`config.mk`:
```
export PLATFORM = sky130hd
export DESIGN_NAME = crossbar3_arbiter_flat
export DESIGN_NICKNAME = d
export VERILOG_FILES = /design/src/rtl/crossbar3_arbiter_if.sv /design/src/rtl/crossbar3_arbiter.sv /design/src/flat_wrapper.sv
export SDC_FILE = /design/constraint.sdc
export NUM_CORES = 1
export LEC_CHECK = 0
export BUFFER_PORTS_ARGS = -buffer_cell sky130_fd_sc_hd__buf_2
export CORE_ASPECT_RATIO = 1.4
export CORE_MARGIN = 1
export CORE_UTILIZATION = 40
export DETAILED_ROUTE_END_ITERATION = 8
export SYNTH_ARGS = -nofsm -noshare
export SYNTH_HDL_FRONTEND = slang
export SYNTH_SLANG_ARGS = --single-unit
```
`constraint.sdc`:
```
create_clock -name clk -period 2.13 [get_ports clk]
set_input_delay 0.213 -clock clk [delete_from_list [all_inputs] [get_ports clk]]
set_output_delay 0.213 -clock clk [all_outputs]
set_load 0.02 [all_outputs]
```
`src/rtl/crossbar3_arbiter_if.sv`:
```
`default_nettype none
// ============================================================================
//  Module      : crossbar3_arbiter_if
//  Description : Handshake, destination and select bundle for the 3x3
//                security-domain crossbar arbiter.
//  Revision    : 1.0  initial release
// ============================================================================
interface crossbar3_arbiter_if;
    logic       in0_val,    in1_val,    in2_val;
    logic       in0_rdy,    in1_rdy,    in2_rdy;
    logic [1:0] in0_dest,   in1_dest,   in2_dest;
    logic       in0_last,   in1_last,   in2_last;
    logic       in0_domain, in1_domain, in2_domain;
    logic       out0_val,   out1_val,   out2_val;
    logic       out0_rdy,   out1_rdy,   out2_rdy;
    logic [1:0] sel0,       sel1,       sel2;
    logic       out0_scrub, out1_scrub, out2_scrub;
    logic       err_domain;

    modport slave (
        input  in0_val, in1_val, in2_val,
        input  in0_dest, in1_dest, in2_dest,
        input  in0_last, in1_last, in2_last,
        input  in0_domain, in1_domain, in2_domain,
        input  out0_rdy, out1_rdy, out2_rdy,
        output in0_rdy, in1_rdy, in2_rdy,
        output out0_val, out1_val, out2_val,
        output sel0, sel1, sel2,
        output out0_scrub, out1_scrub, out2_scrub,
        output err_domain
    );

    modport master (
        output in0_val, in1_val, in2_val,
        output in0_dest, in1_dest, in2_dest,
        output in0_last, in1_last, in2_last,
        output in0_domain, in1_domain, in2_domain,
        output out0_rdy, out1_rdy, out2_rdy,
        input  in0_rdy, in1_rdy, in2_rdy,
        input  out0_val, out1_val, out2_val,
        input  sel0, sel1, sel2,
        input  out0_scrub, out1_scrub, out2_scrub,
        input  err_domain
    );
endinterface
`default_nettype wire

```
`src/rtl/crossbar3_arbiter.sv`:
```
`default_nettype none
// ============================================================================
//  Module      : crossbar3_arbiter
//  Description : Per-output round-robin arbiter with message locking for the
//                3x3 crossbar. CROSSBAR3_ARB_SCRUB_EN adds a scrub cycle on
//                every change of security domain at an output.
//  Revision    : 1.0  initial release
// ============================================================================
module crossbar3_arbiter (
    input  wire logic          clk,
    input  wire logic          reset_n,
    crossbar3_arbiter_if.slave bus
);
    typedef enum logic [1:0] {
        ST_IDLE   = 2'd0,
        ST_LOCKED = 2'd1
    } state_t;

    function automatic logic [1:0] inc3(input logic [1:0] x);
        return (x == 2'd2) ? 2'd0 : x + 2'd1;
    endfunction

    logic [2:0] w_in_val, w_in_last, w_in_dom, w_out_rdy;
    logic [2:0] w_out_val, w_out_scrub, w_dom_err, w_in_rdy;
    logic [1:0] w_in_dest [3];
    logic [2:0] w_grant   [3];
    logic [1:0] w_sel     [3];
    logic       r_err_domain;

    assign w_in_val     = {bus.in2_val,    bus.in1_val,    bus.in0_val};
    assign w_in_last    = {bus.in2_last,   bus.in1_last,   bus.in0_last};
    assign w_in_dom     = {bus.in2_domain, bus.in1_domain, bus.in0_domain};
    assign w_out_rdy    = {bus.out2_rdy,   bus.out1_rdy,   bus.out0_rdy};
    assign w_in_dest[0] = bus.in0_dest;
    assign w_in_dest[1] = bus.in1_dest;
    assign w_in_dest[2] = bus.in2_dest;

    for (genvar k = 0; k < 3; k++) begin : g_out
        localparam logic [1:0] c_port = 2'(k);

        state_t     r_state;
        logic [1:0] r_owner, r_ptr;
        logic       r_last_dom, r_dom_vld;
        logic [2:0] w_cand, w_gnt;
        logic [1:0] w_p1, w_p2, w_win, w_sel_k;
        logic       w_val, w_scrub, w_err, w_fire;

        always_comb begin
            w_cand = '0;
            for (int i = 0; i < 3; i++)
                w_cand[i] = w_in_val[i] && (w_in_dest[i] == c_port);
        end

        // Lowest-rank candidate in the rotation ptr, ptr+1, ptr+2 wins.
        assign w_p1 = inc3(r_ptr);
        assign w_p2 = inc3(w_p1);
        always_comb begin
            w_win = r_ptr;
            if (w_cand[w_p2])  w_win = w_p2;
            if (w_cand[w_p1])  w_win = w_p1;
            if (w_cand[r_ptr]) w_win = r_ptr;
        end

        // Reset also gates the combinational grant so outputs drop at once.
        always_comb begin
            w_gnt   = '0;
            w_val   = 1'b0;
            w_sel_k = r_owner;
            w_scrub = 1'b0;
            w_err   = 1'b0;
            if (reset_n) begin
                case (r_state)
                    ST_IDLE: begin
                        if (|w_cand) begin
`ifdef CROSSBAR3_ARB_SCRUB_EN
                            // The cycle that first sees the domain change is
                            // the scrub cycle, so a change costs one cycle.
                            if (r_dom_vld && (w_in_dom[w_win] != r_last_dom)) begin
                                w_scrub = 1'b1;
                            end else begin
                                w_gnt[w_win] = 1'b1;
                                w_val        = 1'b1;
                                w_sel_k      = w_win;
                            end
`else
                            w_gnt[w_win] = 1'b1;
                            w_val        = 1'b1;
                            w_sel_k      = w_win;
`endif
                        end
                    end
                    ST_LOCKED: begin
                        if (w_in_val[r_owner] && (w_in_dest[r_owner] == c_port)) begin
                            if (!r_dom_vld || (w_in_dom[r_owner] == r_last_dom)) begin
                                w_gnt[r_owner] = 1'b1;
                                w_val          = 1'b1;
                            end else begin
                                w_err = 1'b1;
                            end
                        end
                    end
                    default: ;
                endcase
            end
        end

        assign w_fire = w_val && w_out_rdy[k];

        always_ff @(posedge clk or negedge reset_n) begin
            if (!reset_n) begin
                r_state    <= ST_IDLE;
                r_owner    <= 2'd0;
                r_ptr      <= 2'd0;
                r_last_dom <= 1'b0;
                r_dom_vld  <= 1'b0;
            end else begin
                if (w_fire) begin
                    r_last_dom <= w_in_dom[w_sel_k];
                    r_dom_vld  <= 1'b1;
                end
`ifdef CROSSBAR3_ARB_SCRUB_EN
                // Forget the old domain so the next arbitration goes through.
                if (w_scrub)
                    r_dom_vld <= 1'b0;
`endif
                case (r_state)
                    ST_IDLE: begin
                        if (w_fire) begin
                            if (w_in_last[w_win]) begin
                                r_ptr <= inc3(w_win);
                            end else begin
                                r_state <= ST_LOCKED;
                                r_owner <= w_win;
                            end
                        end
                    end
                    ST_LOCKED: begin
                        if (w_fire && w_in_last[r_owner]) begin
                            r_state <= ST_IDLE;
                            r_ptr   <= inc3(r_owner);
                        end
                    end
                    default: r_state <= ST_IDLE;
                endcase
            end
        end

        assign w_grant[k]     = w_gnt;
        assign w_sel[k]       = w_sel_k;
        assign w_out_val[k]   = w_val;
        assign w_out_scrub[k] = w_scrub;
        assign w_dom_err[k]   = w_err;
    end

    always_comb begin
        w_in_rdy = '0;
        for (int k = 0; k < 3; k++)
            w_in_rdy = w_in_rdy | (w_grant[k] & {3{w_out_rdy[k]}});
    end

    always_ff @(posedge clk or negedge reset_n) begin
        if (!reset_n)
            r_err_domain <= 1'b0;
        else if (|w_dom_err)
            r_err_domain <= 1'b1;
    end

    assign bus.in0_rdy    = w_in_rdy[0];
    assign bus.in1_rdy    = w_in_rdy[1];
    assign bus.in2_rdy    = w_in_rdy[2];
    assign bus.out0_val   = w_out_val[0];
    assign bus.out1_val   = w_out_val[1];
    assign bus.out2_val   = w_out_val[2];
    assign bus.sel0       = w_sel[0];
    assign bus.sel1       = w_sel[1];
    assign bus.sel2       = w_sel[2];
    assign bus.out0_scrub = w_out_scrub[0];
    assign bus.out1_scrub = w_out_scrub[1];
    assign bus.out2_scrub = w_out_scrub[2];
    assign bus.err_domain = r_err_domain;
endmodule
`default_nettype wire
```
`src/flat_wrapper.sv`:
```
// flat-port wrapper written by rule: the top's interface ports become plain ports
module crossbar3_arbiter_flat 
  (clk, reset_n, bus_in0_val, bus_in1_val, bus_in2_val, bus_in0_dest, bus_in1_dest, bus_in2_dest, bus_in0_last, bus_in1_last, bus_in2_last, bus_in0_domain, bus_in1_domain, bus_in2_domain, bus_out0_rdy, bus_out1_rdy, bus_out2_rdy, bus_in0_rdy, bus_in1_rdy, bus_in2_rdy, bus_out0_val, bus_out1_val, bus_out2_val, bus_sel0, bus_sel1, bus_sel2, bus_out0_scrub, bus_out1_scrub, bus_out2_scrub, bus_err_domain);
  crossbar3_arbiter_if bus_i ();
  input  wire logic clk;
  input  wire logic reset_n;
  input wire logic [$bits(bus_i.in0_val)-1:0] bus_in0_val;
  input wire logic [$bits(bus_i.in1_val)-1:0] bus_in1_val;
  input wire logic [$bits(bus_i.in2_val)-1:0] bus_in2_val;
  input wire logic [$bits(bus_i.in0_dest)-1:0] bus_in0_dest;
  input wire logic [$bits(bus_i.in1_dest)-1:0] bus_in1_dest;
  input wire logic [$bits(bus_i.in2_dest)-1:0] bus_in2_dest;
  input wire logic [$bits(bus_i.in0_last)-1:0] bus_in0_last;
  input wire logic [$bits(bus_i.in1_last)-1:0] bus_in1_last;
  input wire logic [$bits(bus_i.in2_last)-1:0] bus_in2_last;
  input wire logic [$bits(bus_i.in0_domain)-1:0] bus_in0_domain;
  input wire logic [$bits(bus_i.in1_domain)-1:0] bus_in1_domain;
  input wire logic [$bits(bus_i.in2_domain)-1:0] bus_in2_domain;
  input wire logic [$bits(bus_i.out0_rdy)-1:0] bus_out0_rdy;
  input wire logic [$bits(bus_i.out1_rdy)-1:0] bus_out1_rdy;
  input wire logic [$bits(bus_i.out2_rdy)-1:0] bus_out2_rdy;
  output wire logic [$bits(bus_i.in0_rdy)-1:0] bus_in0_rdy;
  output wire logic [$bits(bus_i.in1_rdy)-1:0] bus_in1_rdy;
  output wire logic [$bits(bus_i.in2_rdy)-1:0] bus_in2_rdy;
  output wire logic [$bits(bus_i.out0_val)-1:0] bus_out0_val;
  output wire logic [$bits(bus_i.out1_val)-1:0] bus_out1_val;
  output wire logic [$bits(bus_i.out2_val)-1:0] bus_out2_val;
  output wire logic [$bits(bus_i.sel0)-1:0] bus_sel0;
  output wire logic [$bits(bus_i.sel1)-1:0] bus_sel1;
  output wire logic [$bits(bus_i.sel2)-1:0] bus_sel2;
  output wire logic [$bits(bus_i.out0_scrub)-1:0] bus_out0_scrub;
  output wire logic [$bits(bus_i.out1_scrub)-1:0] bus_out1_scrub;
  output wire logic [$bits(bus_i.out2_scrub)-1:0] bus_out2_scrub;
  output wire logic [$bits(bus_i.err_domain)-1:0] bus_err_domain;
  assign bus_i.in0_val = bus_in0_val;
  assign bus_i.in1_val = bus_in1_val;
  assign bus_i.in2_val = bus_in2_val;
  assign bus_i.in0_dest = bus_in0_dest;
  assign bus_i.in1_dest = bus_in1_dest;
  assign bus_i.in2_dest = bus_in2_dest;
  assign bus_i.in0_last = bus_in0_last;
  assign bus_i.in1_last = bus_in1_last;
  assign bus_i.in2_last = bus_in2_last;
  assign bus_i.in0_domain = bus_in0_domain;
  assign bus_i.in1_domain = bus_in1_domain;
  assign bus_i.in2_domain = bus_in2_domain;
  assign bus_i.out0_rdy = bus_out0_rdy;
  assign bus_i.out1_rdy = bus_out1_rdy;
  assign bus_i.out2_rdy = bus_out2_rdy;
  assign bus_in0_rdy = bus_i.in0_rdy;
  assign bus_in1_rdy = bus_i.in1_rdy;
  assign bus_in2_rdy = bus_i.in2_rdy;
  assign bus_out0_val = bus_i.out0_val;
  assign bus_out1_val = bus_i.out1_val;
  assign bus_out2_val = bus_i.out2_val;
  assign bus_sel0 = bus_i.sel0;
  assign bus_sel1 = bus_i.sel1;
  assign bus_sel2 = bus_i.sel2;
  assign bus_out0_scrub = bus_i.out0_scrub;
  assign bus_out1_scrub = bus_i.out1_scrub;
  assign bus_out2_scrub = bus_i.out2_scrub;
  assign bus_err_domain = bus_i.err_domain;
  crossbar3_arbiter u_core (.clk(clk), .reset_n(reset_n), .bus(bus_i));
endmodule
```
==> flow_summary.yaml <==
pwr:
  pwr-share-comb_pct: 71.0
  p_leak_nw: 1.70
  p_int_mw: 2.36
  p_sw_mw: 1.86
  clkPwrFrac_pct: 9.7
  ir_worst_vdd_uv: 534
  cellPowerDensity_nw_per_um2: 1130
  switching_share_pct: 44.1
  power.share.sequential_pct: 19.3
  post-layout-total-power_mw: 4.23
worst_setup_path:
  critical_path_arrival_ps: 2220
  critical_path.most_common_cell: "buf_6"
  cp_slowest_stage_delay_ps: 420
  worstPathRequired_ps: 1920
  r2r_startpoint: "u_core.g_out[0].r_owner[0]"
  worst_r2r_endpoint: "u_core.g_out[0].r_owner[0]"
  worst-setup-path-type: "reg2out"
  path_cells: "buf_6, buf_6, mux2i_2, o32ai_4, nor2b_4, buf_6, nor2_2, buf_4, nor2_2, buf_4"
  critical_path.max_fanout: 4
  worst_setup_path_start: "u_core.g_out[0].r_owner[0]"
  timing.critical_path.to_type: "output pin"
  rrSetupSlack_ps: -240
  worstSetupStartpointType: "flop"
  worst_r2r_path_depth: 9
  critPathSlowestCell: "dfrtp_1"
finish:
  areaGrowthSynthToFinish_pct: 52.8
  drive_gt1_share_pct: 47.7
  finish.net_count: 449
  commonest_cells_after_routing_fill_and_taps_aside: "buf_4, nor2_1, nand2_1, buf_2, dfrtp_1"
  layout.cells.most_common: "buf_4"
  num_antenna_cells: 0
  layoutNonFillerInstCount: 498
place:
  dp_hpwl_um: 6490
  final_weighted_congestion_of_routability_driven_global_placement: 0.894
  io_buffers: 32
  post-place-cells: 480
yosys:
  synth-main-ff-cell: "dfrtp_1"
  syn_avg_cell_area_um2: 7.79
  synth_area_leader_cell: "dfrtp_1"
  synth_warnings: 0
  synth_area_um2: 2450
  synth_largest_type_area_fraction_pct: 22.5
  synth_seq_cells: 22
  async_flop_share_pct: 100
  post_synth_inst_count: 314
  yosysUniqueCellTypes: 68
  synth.yosys.seq_area_share_pct: 22.5
  synthTopCellsByArea: "dfrtp_1, mux2i_1, nor2_1"
  synth_enable_flop_cells: 0
timing:
  final_period_minus_worst_setup_slack_ps: 2430
  timing.slew.headroom_pct: 58.5
  achievable-frequency_ghz: 0.411
  final.setup_skew_ps: 6.07
  hold-worst-slack_ps: -5.64
  report.final.slew_viol_count: 0
  finalSetupTns_ps: -2230
  setup_ws_ps: -302
  crit_share_post_route_pct: 114
  rsz0062_at_grt: "true"
  final_count_of_hold_timing_violations: 8
  final_count_of_negative_setup_slack_endpoints: 16
  timing_worst_slew_pin_value_ps: 608
route:
  post_drt_via_cell_ratio: 5.85
  drtPass1Iterations: 4
  initialDrtViolationCount: 195
  detailroute.via_count: 2915
  postRouteAntennaNets: 0
  route.detailed.drc: 0
  wl_um: 8690
  wire_per_inst_um: 17.4
cts:
  cts_sinks: 22
  worstSkewPairLatency_ps: 270
  cts.htree.levels: 1
  numCtsBuffers: 3
  clock_path_buffers: 2
  clk_transition_reported_paths_ps: 90
  clk_root_buffer_cell: "clkbuf_8"
  cts_tree: "built"
die:
  core_um2: 5860
  dieHeight_um: 94.6
  pin_count: 36
  rows: 33
  die_area_um2: 6440
  chipWidth_um: 68.1
  starting_density_of_the_core_pct: 41.7
global_route:
  grt_pass1_wl_um: 13600
  grt_start_max_net_pins: 19
  global_route.usage.met3_pct: 1.93
  via_count_of_the_first_global_routing_pass: 2766
  antenna_found_initial: 0
  grt_use_met2_pct: 46.8
  met1_track_demand_over_resource_in_global_routing_pct: 35.2
  busiest_layer: "met2"
  grt_usage_pct: 28.1
  grt.overflow.total: 0
run_status:
  violations_in_the_final_reports: "hold timing, setup timing"
  status: "finished with violations"
hold_path:
  timing.hold.worst.class: "in2async"
job:
  max_cap_viol_count: 0
==> cells by family (layout without fill, tap and decap cells) <==
logic type,Yosys count,after routing,share of synthesized area (%)
buffers and inverters,31,143,5.57
xor gates and xnor gates,2,2,0.716
AOI/OAI and AO/OA,110,110,31.9
muxes,29,29,12.6
and+or+nand+nor,119,119,26.6
other,1,3,0.153
DFF,22,22,22.5
==> critical path: cells and delay by family, from the launching register on <==
kind / cells / cell delay [ps]
buffers and inverters: 5 / 680
flip-flops: 1 / 420
AND/OR/NAND/NOR: 3 / 380
AO/OA/AOI/OAI: 1 / 300
multiplexers: 1 / 160
==> registers in the layout, summed over array words and instances, names as in the netlist <==
name                     cells
u_core.bus.err_domain        1
u_core.g_out.r_ptr           6
u_core.g_out.r_owner         6
u_core.g_out.r_state         3
u_core.g_out.r_last_dom      3
u_core.g_out.r_dom_vld       3
==> metrics by stage <==
stage	util [%]	instance area, µm²	setup slack [ps]
final	63.8	3740	-302
after global routing	63.8	3740	-379
after CTS	60.3	3540	-233
after detailed placement	56.4	3310	-156
after global placement	56.4	3310	-124
after floorplan	-	2540	-16.3
==> power groups by stage <==
stage | Sequential, mW | Combinational (mW) | Clock (mW)
5_1_grt | 0.849 | 3.24 | 0.434
3_3_place_gp | 0.808 | 2.48 | 0
6_report | 0.817 | 3.00 | 0.409
4_1_cts | 0.806 | 2.70 | 0.419
3_5_place_dp | 0.807 | 2.49 | 0
2_1_floorplan | 0.726 | 1.61 | 0
==> layout make-up <==
cell class	instances	area, µm²
timing repair buffer	132	967
clock buffer	3	41.3
tap	70	87.6
inverter	7	26.3
clock inverter	1	30.0
fill	504	2120
multi-input combinational	263	2030
sequential	22	556
==> cells in the mapped netlist, types with 3 or more instances <==
cell type / instances
a2111oi_0: 3
a21oi_1: 19
a22oi_1: 4
a2bb2oi_1: 3
a31oi_1: 7
and3b_1: 5
buf_2: 6
buf_4: 3
clkbuf_1: 14
dfrtp_1: 22
inv_1: 7
mux2_1: 3
mux2_2: 8
mux2i_1: 17
nand2_1: 27
nand2b_1: 7
nand3_1: 6
nand3b_1: 7
nand4_1: 3
nor2_1: 34
nor2b_1: 8
nor3_1: 5
nor3b_2: 3
o211ai_1: 5
o21ai_0: 19
o22ai_1: 11
o31ai_1: 5
==> repair_timing <==
item / CTS / global route
buffers inserted: 10 / 6
pin swaps: 11 / 18
hold buffers: 0 / 0
resized for setup: 22 / 44
endpoints found under the setup margin: 14 / 28
==> worst max path at each step <==
stage | end | cells past startpoint | slack [ps]
after global placement | u_core.g_out[0].r_owner[0] | 8 | -120
after global routing | bus_in0_rdy | 8 | -380
after CTS | bus_in0_rdy | 8 | -230
final | bus_out0_val | 10 | -300
after floorplan | u_core.g_out[0].r_last_dom | 8 | -20
after detailed placement | u_core.g_out[0].r_owner[0] | 8 | -160
==> routing by layer <==
layer	up-vias	wire length, µm	share of wire, %
met5	-	0	0
met4	0	361	4.2
met3	25	296	3.4
met2	75	4320	50
met1	1400	3710	43
li1	1415	-	-
Note: power is estimated with default switching activity, not from simulation.
